## config.mk

```make
export PLATFORM = sky130hd
export DESIGN_NAME = controle_genius_param
export DESIGN_NICKNAME = d
export VERILOG_FILES = /design/src/rtl/controle_genius_param.sv
export SDC_FILE = /design/constraint.sdc
export NUM_CORES = 1
export LEC_CHECK = 0
export ABC_AREA = 1
export CAP_MARGIN = 0
export CORE_AREA = 5 5 69 71
export CTS_BUF_LIST = sky130_fd_sc_hd__clkbuf_8
export DETAILED_ROUTE_END_ITERATION = 12
export DIE_AREA = 0 0 74 76
export PLACE_DENSITY = 0.76
export SKIP_CTS_REPAIR_TIMING = 1
export SLEW_MARGIN = 20
export SYNTH_ARGS = -nofsm -noshare
export SYNTH_HDL_FRONTEND = slang
export SYNTH_SLANG_ARGS = --single-unit
```

## constraint.sdc

```tcl
create_clock -name i_clock -period 1.9 [get_ports i_clock]
set_input_delay 0.19 -clock i_clock [delete_from_list [all_inputs] [get_ports i_clock]]
set_output_delay 0.19 -clock i_clock [all_outputs]
set_load 0.01 [all_outputs]
```

## src/rtl/controle_genius_param.sv

```systemverilog
// Sequence-game control FSM with its own round/address counters and shared LED/timeout timer; one clock per transition.
// Play timeout in espera_jogada exists only when GENIUS_TIMEOUT_EN is defined; otherwise the FSM waits for a play indefinitely.
module controle_genius_param #(
   parameter int N_JOGADAS = 16,
   parameter int ADDR_W    = 4,
   parameter int TIMER_W   = 16,
   parameter int T_LED_ON  = 1000,
   parameter int T_LED_OFF = 500,
   parameter int T_TIMEOUT = 5000
) (
   input  logic              i_clock,
   input  logic              i_reset,
   input  logic              i_iniciar,
   input  logic              i_nivel,
   input  logic              i_tem_jogada,
   input  logic              i_jogadaIgualMemoria,
   output logic [ADDR_W-1:0] o_endereco,
   output logic [ADDR_W-1:0] o_sequencia,
   output logic              o_leds_en,
   output logic              o_zeraR,
   output logic              o_registraR,
   output logic              o_estado_espera,
   output logic              o_acertou,
   output logic              o_errou,
   output logic              o_pronto,
   output logic              o_db_timeout,
   output logic [3:0]        o_db_estado
);

   typedef enum logic [3:0] {
      S_INICIAL      = 4'h0,
      S_PREPARACAO   = 4'h1,
      S_LEDS_ON      = 4'h2,
      S_LEDS_OFF     = 4'h3,
      S_PROXIMO_LED  = 4'h4,
      S_ESPERA       = 4'h5,
      S_REGISTRA     = 4'h6,
      S_COMPARACAO   = 4'h7,
      S_PROXIMO      = 4'h8,
      S_PROX_SEQ     = 4'h9,
      S_FINAL_ACERTO = 4'hA,
      S_FINAL_ERRO   = 4'hE
   } state_t;

   localparam logic [TIMER_W-1:0] LP_LED_ON_END  = TIMER_W'(T_LED_ON - 1);
   localparam logic [TIMER_W-1:0] LP_LED_OFF_END = TIMER_W'(T_LED_OFF - 1);
   localparam logic [ADDR_W-1:0]  LP_LIM_FULL    = ADDR_W'(N_JOGADAS - 1);
   localparam logic [ADDR_W-1:0]  LP_LIM_HALF    = ADDR_W'(N_JOGADAS / 2 - 1);
`ifdef GENIUS_TIMEOUT_EN
   localparam logic [TIMER_W-1:0] LP_TIMEOUT_END = TIMER_W'(T_TIMEOUT - 1);
`else
   logic w_unused_timeout;
   assign w_unused_timeout = (T_TIMEOUT != 0);
`endif

   state_t              r_state;
   logic [ADDR_W-1:0]   r_endereco;
   logic [ADDR_W-1:0]   r_sequencia;
   logic [ADDR_W-1:0]   r_limite;
   logic [TIMER_W-1:0]  r_timer;
   logic                r_db_timeout;
   logic                w_fim_seq;

   assign w_fim_seq = (r_endereco == r_sequencia);

   always_ff @(posedge i_clock or negedge i_reset) begin
      if (!i_reset) begin
         r_state      <= S_INICIAL;
         r_endereco   <= '0;
         r_sequencia  <= '0;
         r_limite     <= LP_LIM_FULL;
         r_timer      <= '0;
         r_db_timeout <= 1'b0;
      end else begin
         case (r_state)
            S_INICIAL:
               if (i_iniciar) r_state <= S_PREPARACAO;
            S_PREPARACAO: begin
               r_endereco   <= '0;
               r_sequencia  <= '0;
               r_timer      <= '0;
               r_db_timeout <= 1'b0;
               r_limite     <= i_nivel ? LP_LIM_FULL : LP_LIM_HALF;
               r_state      <= S_LEDS_ON;
            end
            S_LEDS_ON:
               if (r_timer == LP_LED_ON_END) begin
                  r_timer <= '0;
                  r_state <= S_LEDS_OFF;
               end else begin
                  r_timer <= r_timer + 1'b1;
               end
            S_LEDS_OFF:
               if (r_timer == LP_LED_OFF_END) begin
                  r_timer <= '0;
                  if (w_fim_seq) begin
                     r_endereco <= '0;
                     r_state    <= S_ESPERA;
                  end else begin
                     r_state    <= S_PROXIMO_LED;
                  end
               end else begin
                  r_timer <= r_timer + 1'b1;
               end
            S_PROXIMO_LED: begin
               if (!w_fim_seq) r_endereco <= r_endereco + 1'b1;
               r_timer <= '0;
               r_state <= S_LEDS_ON;
            end
            // A play arriving on the last timeout cycle still counts.
            S_ESPERA:
               if (i_tem_jogada) r_state <= S_REGISTRA;
`ifdef GENIUS_TIMEOUT_EN
               else if (r_timer == LP_TIMEOUT_END) begin
                  r_db_timeout <= 1'b1;
                  r_state      <= S_FINAL_ERRO;
               end else begin
                  r_timer <= r_timer + 1'b1;
               end
`endif
            S_REGISTRA:
               r_state <= S_COMPARACAO;
            S_COMPARACAO:
               if (!i_jogadaIgualMemoria)        r_state <= S_FINAL_ERRO;
               else if (!w_fim_seq)              r_state <= S_PROXIMO;
               else if (r_sequencia == r_limite) r_state <= S_FINAL_ACERTO;
               else                              r_state <= S_PROX_SEQ;
            S_PROXIMO: begin
               if (!w_fim_seq) r_endereco <= r_endereco + 1'b1;
               r_timer <= '0;
               r_state <= S_ESPERA;
            end
            S_PROX_SEQ: begin
               if (r_sequencia != r_limite) r_sequencia <= r_sequencia + 1'b1;
               r_endereco <= '0;
               r_timer    <= '0;
               r_state    <= S_LEDS_ON;
            end
            S_FINAL_ACERTO, S_FINAL_ERRO:
               if (i_iniciar) r_state <= S_PREPARACAO;
            default:
               r_state <= S_INICIAL;
         endcase
      end
   end

   assign o_endereco      = r_endereco;
   assign o_sequencia     = r_sequencia;
   assign o_leds_en       = (r_state == S_LEDS_ON);
   assign o_zeraR         = (r_state == S_INICIAL) || (r_state == S_PREPARACAO);
   assign o_registraR     = (r_state == S_REGISTRA);
   assign o_estado_espera = (r_state == S_ESPERA);
   assign o_acertou       = (r_state == S_FINAL_ACERTO);
   assign o_errou         = (r_state == S_FINAL_ERRO);
   assign o_pronto        = (r_state == S_FINAL_ACERTO) || (r_state == S_FINAL_ERRO);
   assign o_db_timeout    = r_db_timeout;
   assign o_db_estado     = r_state;

endmodule

```

==> impl_metrics.csv, run 1 <==
group,metric,value,unit
floorplanning,die_area,5620,um^2
clocking,cts_max_level,2,
sta,finClkSkew,5.88,ps
detailed_routing,drc,0,
power_and_ir_drop,pwr-share-clk,0.148,
global_routing,grt_pass1_wl,8160,um
placed_design,io_buffers,24,
final_layout,n_antenna_cell,0,
setup_path,critPathCaptureType,"primary output",
detailed_routing,drt_iter0_drc,152,
detailed_routing,drt-pass1-iter-count,4,
setup_path,critPathRequiredTime,1710,ps
setup_path,cpPeakStageDelay,540,ps
sta,max_freq,0.559,GHz
floorplanning,coreArea,4170,um^2
detailed_routing,ant_nets,0,
sta,drv_slew,0,
floorplanning,io-pin-count,26,
setup_path,cp_cell_sequence,"inv_2 -> nand2_2 -> nor2_1 -> clkdlybuf4s50_1",
synthesis,synth.ff_latch_count,29,
synthesis,syn_area,2120,um^2
power_and_ir_drop,p_per_area,1270,nW/um^2
global_routing,grt_max_degree,30,
global_routing,grt_pass1_vias,1900,
final_layout,instances_no_fill,396,
final_layout,design_area,2500,um^2
setup_path,path_buf_inv,2,
sta,finalCritPeriodShare,0.941,
synthesis,ys_warn_count,0,
final_layout,area_growth,18.0,%
setup_path,r2r_cells,9,
power_and_ir_drop,p_sw,1.55,mW
clocking,clkLatencyLatePin,280,ps
power_and_ir_drop,ir_worst_vdd,0.000565,V
setup_path,slowest_stage,"clkdlybuf4s50_1",
clocking,cts_tree,"done",
floorplanning,die_w,74,um
placed_design,dpl-instance-area,2410,um^2
setup_path,cp.arrival,1600,ps
power_and_ir_drop,pwr-share-seq,0.289,
sta,setup_viol,0,
setup_path,worstSetupPathType,"register to primary output",
sta,fin_crit,1790,ps
min_path,timing.hold.worst.class,"input pin to asynchronous set/reset pin",
placed_design,dpl.hpwl,3570,um
placed_design,place_congestion,0.916,
setup_path,cp_top_family,"buffers and inverters",
power_and_ir_drop,switching_share,0.487,
global_routing,overflow,0,
status,status,"complete, no violations",
setup_path,cp_max_fo,6,
detailed_routing,routed_wl,4650,um
floorplanning,rows,24,
setup_path,worstSetupStartpointType,"register",
sta,finalSetupTns,0,ps
floorplanning,start_util,0.508,
final_layout,nFillCells,405,
final_layout,fin_util,0.600,
sta,hold_viol_final,0,
synthesis,avgSynthCellArea,6.74,um^2
global_routing,antenna_found_initial,0,
power_and_ir_drop,p_comb_frac,0.563,
power_and_ir_drop,p_leak,1.30,nW
placed_design,post-place-cells,388,
clocking,clockBufferDepth,2,
floorplanning,dieHeight,76,um
clocking,path_clk_slew,60,ps
clocking,clock-sinks,29,
setup_path,crit_cells,4,
sta,rsz0062_at_grt,"false",
clocking,cts-root-buf,"clkbuf_8",
final_layout,final_layout_size_suffix_gt1_frac,0.125,
power_and_ir_drop,finalPower,3.18,mW
detailed_routing,wire_per_inst,11.7,um
job,drv_cap,0,
synthesis,syn_inst,315,
power_and_ir_drop,p_int,1.63,mW
synthesis,seq_area_frac_synth,0.343,
clocking,cts_buffers,5,
global_routing,grt_usage,0.179,
detailed_routing,avgViaCountPerCell,5.04,
detailed_routing,vias,1994,
synthesis,synthesis.nets,324,
synthesis,synth_cell_types,31,
final_layout,final_nets,352,
logic make-up after synthesis:
| logic type | count (synthesis) | share of synthesized area |
|---|---|---|
| flops | 29 | 0.343 |
| fa+ha+maj | 3 | 0.0177 |
| buf+inv | 42 | 0.0808 |
| xor+xnor | 8 | 0.0330 |
| compound gates | 20 | 0.0513 |
| other cells | 1 | 0.00177 |
| simple gates | 212 | 0.473 |
synthesized netlist by cell type (all sizes together):
master / n / area share
nand2: 110 / 0.22
nand3b: 2 / 0.0088
dfrtp: 28 / 0.33
o21bai: 2 / 0.0071
o221ai: 1 / 0.0041
inv: 38 / 0.067
xor2: 7 / 0.029
xnor2: 1 / 0.0041
ha: 3 / 0.018
nor2: 59 / 0.12
nand3: 30 / 0.087
nand4: 8 / 0.027
o21ai: 9 / 0.021
buf: 4 / 0.014
nor3: 3 / 0.0071
a21oi: 8 / 0.019
conb: 1 / 0.0018
dfstp: 1 / 0.012
cells in the final DEF (no fill, tap or decap), drive strengths merged:
cell	count
nand2	110
nor2	59
inv	41
nand3	30
dfrtp	28
clkdlybuf4s50	21
o21ai	9
a21oi	8
nand4	8
xor2	7
clkbuf	5
nor3	3
ha	3
dlymetal6s2s	3
o21bai	2
nand3b	2
o221ai	1
xnor2	1
conb	1
buf	1
dfstp	1
per-stage QoR:
| stage | hold WS, ps | setup slack (ps) |
|---|---|---|
| 3_5_place_dp | 502 | 214 |
| 2_1_floorplan | -106 | 433 |
| 4_1_cts | 318 | -95.6 |
| 3_3_place_gp | 499 | 313 |
| 6_report | 302 | 113 |
| 5_1_grt | 340 | 38.3 |
worst register-to-register path, cell delays in order, from the launching register on:
cell and delay (ps):
dfrtp_2 450, inv_2 120, nand2_2 110, nand2_4 110, nand2_8 70, nand3_4 190
inv_2 130, o21ai_0 180, nand2_1 70, nor2_1 70
path summary, 6_finish.rpt:
path | startpoint | to | slack, ps
setup / recovery | o_db_estado[2] | o_acertou | 110
hold / removal | i_reset | o_db_estado[3] | 300
setup reg to reg | o_db_estado[2] | r_timer[2] | 330
hold reg to reg | r_limite[3] | r_limite[3] | 510
max in group asynchronous | i_reset | r_limite[3] | 1280
min in group i_clock | i_nivel | r_limite[3] | 440
state kept, by name, summed over array words and instances (netlist names):
name,count
r_timer,16
o_db_estado,4
o_endereco,4
o_sequencia,4
r_limite,1
layout make-up:
class	instances	area, um^2	area share
sequential	29	731	0.292
timing repair buffer	25	255	0.102
tap	52	65.1	0.0260
clock buffer	5	68.8	0.0275
multi-input combinational	244	1230	0.492
inverter	38	143	0.0569
clock inverter	3	11.3	0.00450
power groups by stage:
stage / Combinational, mW / Clock, mW / Sequential (mW)
finish: 1.79 / 0.471 / 0.918
floorplan: 1.35 / 0 / 0.899
global placement: 1.77 / 0 / 0.914
detailed placement: 1.79 / 0 / 0.921
global route: 2.02 / 0.513 / 0.938
CTS: 1.80 / 0.486 / 0.909
layer usage:
metal  routed length (um)  vias to the layer above  track usage
met4                   53                        0       0.0507
met1                 2130                      908        0.221
met5                    0                        -            0
met3                  201                        6       0.0435
li1                     -                     1044            -
met2                 2260                       36        0.305
No activity file was read; power rests on OpenSTA's default activity.
==> inputs of run 2 (changes only) <==
--- a/config.mk
+++ b/config.mk
@@ -7,11 +7,11 @@
 export LEC_CHECK = 0
 export ABC_AREA = 1
 export CAP_MARGIN = 0
-export CORE_AREA = 5 5 69 71
+export CORE_AREA = 5 5 67 69
 export CTS_BUF_LIST = sky130_fd_sc_hd__clkbuf_8
 export DETAILED_ROUTE_END_ITERATION = 12
-export DIE_AREA = 0 0 74 76
-export PLACE_DENSITY = 0.76
+export DIE_AREA = 0 0 72 74
+export PLACE_DENSITY = 0.8
 export SKIP_CTS_REPAIR_TIMING = 1
 export SLEW_MARGIN = 20
 export SYNTH_ARGS = -nofsm -noshare
==> run 2 against run 1 <==
- maximum frequency down 3.4%
- critical path depth down 1
- design area up 1.2%
- clock power up 5.7%
- cell count up 0.51%
- sequential power down 0.5%
- clock skew up 4.8 ps
- total power up 4.1%
- first-iteration DRC count down 39%
- wire length up 3.6%
- combinational power up 6%
- die area down 5.3%
- critical path type unchanged
==> impl_metrics.csv, run 2 (synthesis results as in run 1) <==
group,metric,value,unit
placed_design,dpl.hpwl,3570,um
final_layout,final_common_cell,"nand2_1",
power_and_ir_drop,p_per_area,1300,nW/um^2
global_routing,grt_pass1_wl,8220,um
clocking,cts_max_level,2,
detailed_routing,drt-pass1-iter-count,4,
detailed_routing,routed_wl,4810,um
sta,fin_crit,1850,ps
setup_path,critPathRequiredTime,1710,ps
sta,hold_viol_final,0,
clocking,path_clk_slew,70,ps
setup_path,cpPeakStageDelay,570,ps
clocking,cts-root-buf,"clkbuf_8",
placed_design,io_buffers,24,
detailed_routing,wire_per_inst,12.1,um
detailed_routing,ant_nets,0,
clocking,cts_tree,"done",
global_routing,antenna_found_initial,0,
floorplanning,die_area,5330,um^2
placed_design,dpl-instance-area,2400,um^2
setup_path,worstSetupStartpointType,"register",
floorplanning,die_w,72,um
clocking,clockBufferDepth,2,
clocking,clkLatencyLatePin,290,ps
final_layout,final_layout_size_suffix_gt1_frac,0.147,
setup_path,worstSetupPathType,"register to primary output",
sta,finClkSkew,10.6,ps
floorplanning,dieHeight,74,um
detailed_routing,drt_iter0_drc,92,
sta,finalCritPeriodShare,0.973,
status,status,"complete, no violations",
detailed_routing,avgViaCountPerCell,5.14,
final_layout,largest_reg_flops,16,
power_and_ir_drop,p_leak,1.27,nW
floorplanning,coreArea,3860,um^2
final_layout,layout_common_cells,"nand2_1, nor2_1, inv_1",
global_routing,grt_max_degree,30,
detailed_routing,drc,0,
global_routing,grt_pass1_vias,1934,
clocking,cts_buffers,5,
final_layout,design_area,2530,um^2
power_and_ir_drop,ir_worst_vdd,0.000587,V
clocking,clock-sinks,29,
sta,layout_setup_ws,50.4,ps
sta,finalSetupTns,0,ps
setup_path,slowest_stage,"clkdlybuf4s50_1",
final_layout,area_growth,19.5,%
global_routing,overflow,0,
job,drv_cap,0,
setup_path,cp_max_fo,9,
sta,setup_viol,0,
detailed_routing,vias,2047,
final_layout,nFillCells,366,
final_layout,multi_input_area,1230,um^2
floorplanning,io-pin-count,26,
setup_path,cp_cell_sequence,"nand2_2 -> nor3_1 -> clkdlybuf4s50_1",
final_layout,final_nets,356,
placed_design,place_congestion,0.884,
final_layout,fin_util,0.657,
setup_path,critPathCaptureType,"primary output",
final_layout,register_area,732,um^2
floorplanning,start_util,0.550,
setup_path,cp.arrival,1660,ps
sta,fin_hold_ws,290,ps
final_layout,regMostFlops,"r_timer",
min_path,timing.hold.worst.class,"input pin to asynchronous set/reset pin",
global_routing,grt_usage,0.198,
floorplanning,rows,23,
sta,max_freq,0.541,GHz
final_layout,n_antenna_cell,0,
placed_design,pre_cts_ws,243,ps
sta,drv_slew,0,
run 2: path summary, 6_finish.rpt:
| kind | from | endpoint | slack (ps) | cells after the start |
|---|---|---|---|---|
| setup / recovery | o_db_estado[1] | o_errou | 50 | 3 |
| hold / removal | i_reset | r_timer[14] | 290 | 2 |
| setup reg to reg | o_db_estado[0] | r_timer[2] | 310 | 8 |
| hold reg to reg | r_limite[3] | r_limite[3] | 510 | 2 |
| max in group asynchronous | i_reset | r_limite[3] | 1300 | 2 |
| min in group i_clock | i_nivel | r_limite[3] | 450 | 3 |
run 2: cell type report:
type / instances / share of cell area
clock buffers: 5 / 0.0271
clock inverters: 3 / 0.00691
inverters: 38 / 0.0563
multi-input cells: 244 / 0.486
flip-flops and latches: 29 / 0.289
well taps: 50 / 0.0247
repair buffers: 29 / 0.111
run 2: stage by stage:
| stage | total power, mW | std cells |
|---|---|---|
| 2_1_floorplan | 2.25 | 315 |
| 3_3_place_gp | 2.68 | 386 |
| 3_5_place_dp | 2.72 | 386 |
| 4_1_cts | 3.24 | 394 |
| 5_1_grt | 3.59 | 398 |
| 6_report | 3.31 | 398 |
run 2: power by group:
group / internal [mW] / total [mW] / switching [mW]
logic: 0.694 / 1.89 / 1.20
registers: 0.745 / 0.913 / 0.169
clock network: 0.252 / 0.498 / 0.246
run 2: worst max-delay path, delay by kind of cell, from the launching register on:
family | cells | cell delay, ps
buffers and inverters | 1 | 570
DFF | 1 | 490
and+or+nand+nor | 2 | 320
run 2: per-layer routing:
metal,GRT usage,wire (um),vias to the layer above
met5,0,0,-
met4,0.102,76,0
met3,0.0432,249,6
met2,0.347,2370,52
met1,0.227,2120,939
li1,-,-,1050
